[src/rtl/rice_core_id_stage.sv]
// Decode stage: latches one fetched instruction, extracts fields and immediate,
// reads operands with writeback bypass and keeps held operands coherent.
module rice_core_id_stage #(
   parameter int XLEN = 32
) (
   input  logic                       i_clk,
   input  logic                       i_rst_n,
   input  logic                       i_flush,
   input  logic                       i_if_valid,
   output logic                       o_if_ready,
   input  logic [XLEN-1:0]            i_if_pc,
   input  logic [31:0]                i_if_inst,
   input  logic [31:0][XLEN-1:0]      i_rf_value,
   input  logic                       i_wb_valid,
   input  logic [4:0]                 i_wb_rd,
   input  logic [XLEN-1:0]            i_wb_value,
   output logic                       o_id_valid,
   input  logic                       i_ex_ready,
   output logic [XLEN-1:0]            o_id_pc,
   output logic [31:0]                o_id_inst,
   output logic [4:0]                 o_id_rd,
   output logic [4:0]                 o_id_rs1,
   output logic [4:0]                 o_id_rs2,
   output logic [XLEN-1:0]            o_id_rs1_value,
   output logic [XLEN-1:0]            o_id_rs2_value,
   output logic [XLEN-1:0]            o_id_imm,
   output logic                       o_id_illegal
);

   localparam logic [6:0] OP_LOAD   = 7'b0000011;
   localparam logic [6:0] OP_IMM    = 7'b0010011;
   localparam logic [6:0] OP_JALR   = 7'b1100111;
   localparam logic [6:0] OP_SYSTEM = 7'b1110011;
   localparam logic [6:0] OP_STORE  = 7'b0100011;
   localparam logic [6:0] OP_BRANCH = 7'b1100011;
   localparam logic [6:0] OP_LUI    = 7'b0110111;
   localparam logic [6:0] OP_AUIPC  = 7'b0010111;
   localparam logic [6:0] OP_JAL    = 7'b1101111;
   localparam logic [6:0] OP_REG    = 7'b0110011;
   localparam logic [6:0] OP_FENCE  = 7'b0001111;

   logic                  id_valid;
   logic [XLEN-1:0]       id_pc;
   logic [31:0]           id_inst;
   logic [XLEN-1:0]       id_imm;
   logic                  id_illegal;
   logic [1:0][XLEN-1:0]  held_val;

   logic                  capture;
   logic signed [31:0]    dec_imm32;
   logic                  dec_illegal;
   logic [1:0][4:0]       src_new;
   logic [1:0][4:0]       src_held;
   logic [1:0][XLEN-1:0]  cap_val;
   logic [1:0]            hit_held;

   assign o_if_ready = !id_valid || i_ex_ready || i_flush;
   assign capture    = i_if_valid && o_if_ready && !i_flush;

   assign src_new  = {i_if_inst[24:20], i_if_inst[19:15]};
   assign src_held = {id_inst[24:20], id_inst[19:15]};

   always_comb begin
      dec_imm32   = '0;
      dec_illegal = 1'b0;
      unique case (i_if_inst[6:0])
         OP_LOAD, OP_IMM, OP_JALR, OP_SYSTEM:
            dec_imm32 = {{20{i_if_inst[31]}}, i_if_inst[31:20]};
         OP_STORE:
            dec_imm32 = {{20{i_if_inst[31]}}, i_if_inst[31:25], i_if_inst[11:7]};
         OP_BRANCH:
            dec_imm32 = {{19{i_if_inst[31]}}, i_if_inst[31], i_if_inst[7],
                         i_if_inst[30:25], i_if_inst[11:8], 1'b0};
         OP_LUI, OP_AUIPC:
            dec_imm32 = {i_if_inst[31:12], 12'b0};
         OP_JAL:
            dec_imm32 = {{11{i_if_inst[31]}}, i_if_inst[31], i_if_inst[19:12],
                         i_if_inst[20], i_if_inst[30:21], 1'b0};
         OP_REG, OP_FENCE:
            dec_imm32 = '0;
         default:
            dec_illegal = 1'b1;
      endcase
   end

   // x0 is forced to zero rather than trusting the register file view
   always_comb begin
      for (int s = 0; s < 2; s++) begin
         if (src_new[s] == 5'd0)
            cap_val[s] = '0;
         else if (i_wb_valid && i_wb_rd == src_new[s])
            cap_val[s] = i_wb_value;
         else
            cap_val[s] = i_rf_value[src_new[s]];
         hit_held[s] = i_wb_valid && (i_wb_rd == src_held[s]) && (src_held[s] != 5'd0);
      end
   end

   always_ff @(posedge i_clk or negedge i_rst_n) begin
      if (!i_rst_n) begin
         id_valid   <= 1'b0;
         id_pc      <= '0;
         id_inst    <= '0;
         id_imm     <= '0;
         id_illegal <= 1'b0;
         held_val   <= '0;
      end else if (i_flush) begin
         id_valid <= 1'b0;
      end else if (capture) begin
         id_valid   <= 1'b1;
         id_pc      <= i_if_pc;
         id_inst    <= i_if_inst;
         id_imm     <= XLEN'(dec_imm32);
         id_illegal <= dec_illegal;
         held_val   <= cap_val;
      end else if (id_valid) begin
         if (i_ex_ready)
            id_valid <= 1'b0;
         for (int s = 0; s < 2; s++)
            if (hit_held[s])
               held_val[s] <= i_wb_value;
      end
   end

   assign o_id_valid     = id_valid;
   assign o_id_pc        = id_pc;
   assign o_id_inst      = id_inst;
   assign o_id_rd        = id_inst[11:7];
   assign o_id_rs1       = src_held[0];
   assign o_id_rs2       = src_held[1];
   assign o_id_imm       = id_imm;
   assign o_id_illegal   = id_illegal;
   assign o_id_rs1_value = hit_held[0] ? i_wb_value : held_val[0];
   assign o_id_rs2_value = hit_held[1] ? i_wb_value : held_val[1];

endmodule

[config.mk]
export PLATFORM = sky130hd
export DESIGN_NAME = rice_core_id_stage
export DESIGN_NICKNAME = d
export VERILOG_FILES = /design/src/rtl/rice_core_id_stage.sv
export SDC_FILE = /design/constraint.sdc
export NUM_CORES = 1
export LEC_CHECK = 0
export BUFFER_PORTS_ARGS = -buffer_cell sky130_fd_sc_hd__buf_2
export CELL_PAD_IN_SITES_DETAIL_PLACEMENT = 1
export CELL_PAD_IN_SITES_GLOBAL_PLACEMENT = 1
export CORE_AREA = 5 5 500 502
export CTS_BUF_LIST = sky130_fd_sc_hd__clkbuf_4 sky130_fd_sc_hd__clkbuf_8 sky130_fd_sc_hd__clkbuf_16
export CTS_CLUSTER_DIAMETER = 100
export DETAILED_ROUTE_END_ITERATION = 10
export DIE_AREA = 0 0 505 507
export GPL_TIMING_DRIVEN = 0
export PLACE_DENSITY = 0.3
export SLEW_MARGIN = 20
export SYNTH_ARGS = -nofsm -noshare
export SYNTH_HDL_FRONTEND = slang
export SYNTH_SLANG_ARGS = --single-unit
export TNS_END_PERCENT = 5
[constraint.sdc]
create_clock -name i_clk -period 6.24 [get_ports i_clk]
set_clock_uncertainty 0.2 [all_clocks]
set_input_delay 0.624 -clock i_clk [delete_from_list [all_inputs] [get_ports i_clk]]
set_output_delay 0.624 -clock i_clk [all_outputs]
set_load 0.02 [all_outputs]
==> results of run 1 <==
-- power by group through the flow --
stage               Clock [W]  Combinational (W)  Sequential (W)
global route          0.00134            0.00375         0.00137
finish                0.00127            0.00359         0.00135
detailed placement          0            0.00366         0.00138
global placement            0            0.00361         0.00138
floorplan                   0            0.00152         0.00142
CTS                   0.00132            0.00368         0.00136
-- worst paths after layout --
| kind | endpoint | start | slack [ns] |
|---|---|---|---|
| max | o_id_rs2_value[29] | o_id_inst[24] | 1.70 |
| max in group asynchronous | held_val[62] | i_rst_n | 4.21 |
| min | o_id_pc[3] | i_if_pc[3] | 0.06 |
| max reg2reg | o_id_pc[16] | o_id_valid | 2.43 |
| min in group asynchronous | o_id_pc[1] | i_rst_n | 0.34 |
| min reg2reg | o_id_pc[17] | o_id_pc[17] | 0.27 |
-- routing by layer --
layer | vias to the layer above | GRT usage (%)
li1 | 11900 | -
met1 | 15900 | 28.5
met2 | 1851 | 44.3
met3 | 482 | 7.61
met4 | 186 | 4.45
met5 | - | 0
-- state kept, by name, summed over array words and instances (netlist names) --
| name | count |
|---|---|
| held_val | 64 |
| o_id_illegal | 1 |
| o_id_imm | 32 |
| o_id_inst | 32 |
| o_id_pc | 32 |
| o_id_valid | 1 |
-- timing repair --
action,CTS,global route
hold buffers,1,0
setup buffers,0,0
endpoints found under the hold margin,32,0
-- cell usage in the layout, fill, tap and decap left out, drive strengths merged, types with 92 or more instances in the layout --
master,instances
nand2,238
dfrtp,162
clkbuf,110
o21ai,107
buf,1509
mux2i,208
a22oi,114
diode,116
mux2,92
mux4,434
-- cell type report --
type / instances / share of cell area (%)
inverters: 29 / 0.297
clock buffers: 17 / 1.16
repair buffers: 1329 / 19.1
well taps: 3220 / 11.0
diodes: 116 / 0.793
flip-flops and latches: 162 / 11.1
plain buffers: 274 / 4.38
clock inverters: 14 / 0.516
multi-input cells: 1704 / 51.7
-- kinds of logic after synthesis --
group	Yosys count	synth area share (%)
multiplexers	734	52.6
AO/OA/AOI/OAI	519	15.0
buffers and inverters	303	6.77
AND/OR/NAND/NOR	432	8.34
XOR/XNOR	19	0.679
flip-flops	162	16.5
-- worst register-to-register path, delay by kind of cell (launching register included) --
family | cells | cell delay [ns]
buf+inv | 3 | 1.86
simple gates | 4 | 1.26
flops | 1 | 0.41
-- metrics by stage --
| step | setup WS, ns | cell area, µm² | cells | total power [W] |
|---|---|---|---|---|
| 5_1_grt | 1.50 | 36400 | 6801 | 0.00646 |
| 3_3_place_gp | 0.262 | 35000 | 6686 | 0.00499 |
| 6_report | 1.70 | 36600 | 6865 | 0.00621 |
| 2_1_floorplan | 3.28 | 24500 | 2169 | 0.00294 |
| 3_5_place_dp | 1.31 | 35700 | 6717 | 0.00504 |
| 4_1_cts | 1.54 | 36300 | 6749 | 0.00635 |
==> summary.md, run 1 <==
| Metric | Value |
|---|---|
| DIE AREA | `256000 µm²` |
| DRT Wirelength | `326 mm` |
| Static leakage | `15.2 nW` |
| Sequential Area | `4050 µm²` |
| RSZ-0062 raised after global routing | `false` |
| H-tree levels | `4` |
| Setup TNS | `0 ns` |
| CP Depth | `6` |
| Post-route ant nets | `0` |
| Vias/cell | `4.42` |
| Req. time, crit path | `5.42 ns` |
| Initial antenna violation count | `337` |
| Detail Placement HPWL | `283 mm` |
| Final setup viols | `0` |
| Die Wd | `505 µm` |
| Met2 WL | `165 mm` |
| Cells after Synth | `2169` |
| Pwr Density | `170 nW/µm²` |
| CP Buf/Inv Count | `2` |
| Clk_lat worst skew | `0.55 ns` |
| Fin. Hold Viols | `0` |
| P_sw | `0.00301 W` |
| Root buffer cell | `clkbuf_16` |
| Routed via count | `30300` |
| GPL Wtd Cong | `0.891` |
| CTS max path bufs | `2` |
| Mean post-synth cell area | `11.3 µm²` |
| Hold Slack | `0.0590 ns` |
| DRC viols | `0` |
| Sequential-to-total area share from yosys stat | `16.5%` |
| Number of core rows | `182` |
| Met1 wire length | `128 mm` |
| Combinational cell fraction of total power | `57.9%` |
| Max_slew headroom | `16.1%` |
| First-pass GRT wire length | `400 mm` |
| Synth Flop Type | `dfrtp_1` |
| Nets | `4648` |
| Netlist cell types | `63` |
| Vias in the first global route | `31900` |
| P_int | `0.00319 W` |
| # Max-Cap Violations | `0` |
| Core area | `245000 µm²` |
| Ranking of synthesized cells by area | `mux4_2 (40%), dfrtp_1 (17%), mux2i_1 (8.5%), mux2_2 (4.2%), nand2_1 (3.6%)` |
| Run status | `completed` |
| Wire length on met3 | `25.5 mm` |
| Post-synthesis async set-or-reset flop share | `100%` |
| DR pass1 iterations | `7` |
| Fillers | `28700` |
| Crit path launch type | `register` |
| Hold Path Stages | `3` |
| Clk sinks | `162` |
| Initial Util | `10.0%` |
| Worst min-delay path category | `input pin to register` |
| Area of the multi-input gates | `18900 µm²` |
| Slowest stage delay, CP | `0.79 ns` |
| Switching share of power | `48.6%` |
| Final Critical Period | `4.54 ns` |
| Post_cts resized | `0` |
| Crit path kind | `register to primary output` |
| CP max-delay cell | `nor3b_2` |
| Number of flops mapped to enable cells by yosys | `0` |
| CTS tree | `done` |
| Crit-path cells | `or2_0 > o21ai_0 > nor3b_2 > buf_2 > mux2_2 > buf_2` |
| Crit Path Max Fanout | `10` |
| Post-synth top area cell | `mux4_2` |
| Top-count cell post-synth | `mux4_2` |
| CP delay by family, top | `simple AND/OR/NAND/NOR gates` |
| Synth Register Bits | `162` |
| Crit path DAT | `3.72 ns` |
| Tcrit/Tclk final | `72.8%` |
| Post-Syn Area | `24500 µm²` |
| R2R depth | `7` |
| Die height | `507 µm` |
| DR iter-0 viols | `2384` |
| Sequential share of power | `21.7%` |
| CTS Buf Count | `17` |
| WL/cell | `47.5 µm` |
| Achievable frequency | `0.220 GHz` |
| Net Count, Synth | `3300` |
| IO Port Bufs | `1297` |
| Most frequent cells after synthesis | `mux4_2 (434), nand2_1 (238), mux2i_1 (208)` |
| Peak supply drop | `0.264 mV` |
| Clock power share | `20.4%` |
| Ports | `1309` |
| Tightest Pin Transition | `1.26 ns` |
| Largest net degree at the start of global routing | `70` |
| Nature of the critical path endpoint | `primary output` |
| Overflow after GRT | `0` |
| CP dominant cell by count | `buf_2` |
| Total GRT Usage | `24.5%` |
| Clk slew on worst S/H paths | `0.10 ns` |
| Layout cells sized above 1 | `60.0%` |
| Util after Layout | `14.9%` |
| Top Layer Used | `met5` |
| Syn-to-layout area delta | `49.4%` |
| Slew Limit Fails | `0` |
| Ys Warns | `0` |
| Synth top area share | `39.9%` |
(Power assumes the default switching activity.)
==> inputs of run 2 (changes only) <==
--- a/config.mk
+++ b/config.mk
@@ -8,11 +8,11 @@
 export BUFFER_PORTS_ARGS = -buffer_cell sky130_fd_sc_hd__buf_2
 export CELL_PAD_IN_SITES_DETAIL_PLACEMENT = 1
 export CELL_PAD_IN_SITES_GLOBAL_PLACEMENT = 1
-export CORE_AREA = 5 5 500 502
+export CORE_AREA = 5 5 513 515
 export CTS_BUF_LIST = sky130_fd_sc_hd__clkbuf_4 sky130_fd_sc_hd__clkbuf_8 sky130_fd_sc_hd__clkbuf_16
 export CTS_CLUSTER_DIAMETER = 100
 export DETAILED_ROUTE_END_ITERATION = 10
-export DIE_AREA = 0 0 505 507
+export DIE_AREA = 0 0 518 520
 export GPL_TIMING_DRIVEN = 0
 export PLACE_DENSITY = 0.3
 export SLEW_MARGIN = 20
==> constraint.sdc (replaced) <==
create_clock -name i_clk -period 4.23 [get_ports i_clk]
set_clock_uncertainty 0.2 [all_clocks]
set_input_delay 0.423 -clock i_clk [delete_from_list [all_inputs] [get_ports i_clk]]
set_output_delay 0.423 -clock i_clk [all_outputs]
set_load 0.02 [all_outputs]
==> run 2 against run 1 <==
  * Worst hold slack better by 0.0085 ns
  * Combinational power is 50% higher
  * Register-to-register slack lost 2.1 ns
  * First-iteration DRC count grew 11%
  * Power rose by 47%
  * Via count grew 0.12%
  * Setup slack lost 1.5 ns
  * Non-clock buffer count grew 84
  * Clock power grew 39%
==> summary.md, run 2 (synthesis results as in run 1) <==
| Metric | Value |
|---|---|
| Run status | `completed` |
| # Max-Cap Violations | `0` |
| Root buffer cell | `clkbuf_16` |
| Core area | `258000 µm²` |
| Peak supply drop | `0.353 mV` |
| Most flops, register | `held_val` |
| Post-route ant nets | `0` |
| Hold Path Stages | `3` |
| Pwr Density | `243 nW/µm²` |
| Crit path DAT | `4.34 ns` |
| Die height | `520 µm` |
| CP max-delay cell | `nor4_1` |
| Crit path from | `i_if_valid` |
| Initial antenna violation count | `335` |
| Static leakage | `15.6 nW` |
| Ports | `1309` |
| Crit path kind | `input pin to register` |
| Nets | `4732` |
| DP Cell Count | `6902` |
| Detail Placement HPWL | `290 mm` |
| Area of placed instances | `35900 µm²` |
| Die Wd | `518 µm` |
| DR iter-0 viols | `2647` |
| Hold Slack | `0.0675 ns` |
| CTS Buf Count | `17` |
| Nature of the critical path endpoint | `register` |
| Layout cells sized above 1 | `58.8%` |
| Reg2Reg Setup Slack | `0.31 ns` |
| Commonest non-fill, non-tap cells in the layout | `buf_2 (1395), mux4_2 (434), nand2_1 (238)` |
| Tcrit/Tclk final | `96.3%` |
| WL/cell | `46.8 µm` |
| Crit Path Max Fanout | `10` |
| DIE AREA | `269000 µm²` |
| First-pass GRT wire length | `407 mm` |
| Crit path launch type | `input pin` |
| DR pass1 iterations | `6` |
| Fin. Hold Viols | `0` |
| Vias/cell | `4.27` |
| Util after Layout | `14.6%` |
| Routed via count | `30300` |
| Final instance area | `37600 µm²` |
| Tightest Pin Transition | `1.25 ns` |
| CTS max path bufs | `2` |
| DRT Wirelength | `332 mm` |
| R2R depth | `6` |
| Reg2reg end | `held_val[45]` |
| Slowest stage delay, CP | `0.97 ns` |
| Finished Layout Cells | `7106` |
| IO Port Bufs | `1297` |
| Worst Setup EP | `held_val[45]` |
| Vias in the first global route | `31800` |
| Worst min-delay path category | `input pin to register` |
| H-tree levels | `4` |
| Reg-to-Reg Start | `o_id_valid` |
| Commonest non-fill, non-tap cell in the layout | `buf_2` |
| Crit-path cells | `dlygate4sd3_1 > buf_2 > nand2b_1 > nor2b_1 > nand2b_1 > buf_2 > nor4_1 > a2111o_1` |
| Clk sinks | `162` |
| Largest net degree at the start of global routing | `65` |
| Clk slew on worst S/H paths | `0.08 ns` |
| Syn-to-layout area delta | `53.5%` |
| RSZ-0062 raised after global routing | `false` |
| GPL Wtd Cong | `0.879` |
| Clk_lat worst skew | `0.55 ns` |
| Max_slew headroom | `16.4%` |
| Final setup viols | `0` |
| Final Critical Period | `4.07 ns` |
| Req. time, crit path | `4.50 ns` |
| Number of core rows | `187` |
| DRC viols | `0` |
| Initial Util | `9.49%` |
| Slew Limit Fails | `0` |
| CTS tree | `done` |
| Fillers | `30300` |
| Total GRT Usage | `23.7%` |
| Achievable frequency | `0.246 GHz` |
| Max reg flops | `64` |
| Overflow after GRT | `0` |
[run 2: changes by cell type in the layout (fill, tap and decap cells not counted), moves of 3 or more]
cell	previous run	this run
bufinv_16	3	0
buf_4	50	58
inv_6	6	3
buf_2	1401	1395
dlygate4sd3_1	1	80
diode_2	116	90
clkinv_8	0	6
o21ai_0	79	75
clkbuf_1	67	64
clkbuf_2	26	29
[run 2: area by class of cell]
class,count,area (µm²),area share (%)
clock inverter,15,183,0.486
buffer,274,1620,4.30
multi-input combinational,1704,18900,50.3
clock buffer,17,425,1.13
inverter,29,109,0.289
antenna,90,225,0.599
timing repair buffer,1413,7820,20.8
sequential,162,4060,10.8
tap,3402,4260,11.3
[run 2: where the power goes]
group / total, W / leakage [nW] / switching, W / internal, W
registers: 0.00200 / 2.03 / 0.000202 / 0.00180
logic: 0.00537 / 13.3 / 0.00336 / 0.00201
clock network: 0.00176 / 0.297 / 0.000964 / 0.000800
[run 2: worst min path at each step]
| stage | from | end |
|---|---|---|
| floorplan | i_rst_n | held_val[0] |
| global placement | o_id_pc[10] | o_id_pc[10] |
| detailed placement | i_rst_n | o_id_pc[8] |
| CTS | i_wb_value[3] | held_val[3] |
| global route | i_if_pc[19] | o_id_pc[19] |
| finish | i_wb_value[3] | held_val[3] |
[run 2: metrics by stage]
step | power [W] | setup TNS [ns] | worst slack (ns)
after floorplan | 0.00434 | 0 | 1.68
after global placement | 0.00738 | -243.01 | -1.76
after detailed placement | 0.00746 | -10.64 | -0.604
after CTS | 0.00939 | 0 | 0.0173
after global routing | 0.00954 | 0 | 0.0854
final | 0.00914 | 0 | 0.158
[run 2: worst max-delay path, delay by kind of cell]
| kind | cells | cell delay [ns] |
|---|---|---|
| and+or+nand+nor | 4 | 2.44 |
| buffers and inverters | 3 | 1.24 |
| AOI/OAI and AO/OA | 1 | 0.18 |
[run 2: per-layer routing]
| layer | GRT usage [%] | vias to the layer above | routed length, µm |
|---|---|---|---|
| li1 | - | 12000 | - |
| met5 | 0 | - | 1370 |
| met3 | 8.10 | 514 | 29300 |
| met1 | 27.8 | 15700 | 129000 |
| met2 | 42.3 | 1865 | 165000 |
| met4 | 4.26 | 208 | 7610 |
[run 2: repair_timing]
action | CTS | global route
pin swaps | 0 | 0
hold buffers | 80 | 0
gates cloned | 0 | 0
setup endpoints to repair | 61 | 12
gates resized for setup | 6 | 2
buffers inserted | 0 | 1
hold endpoints to repair | 192 | 0
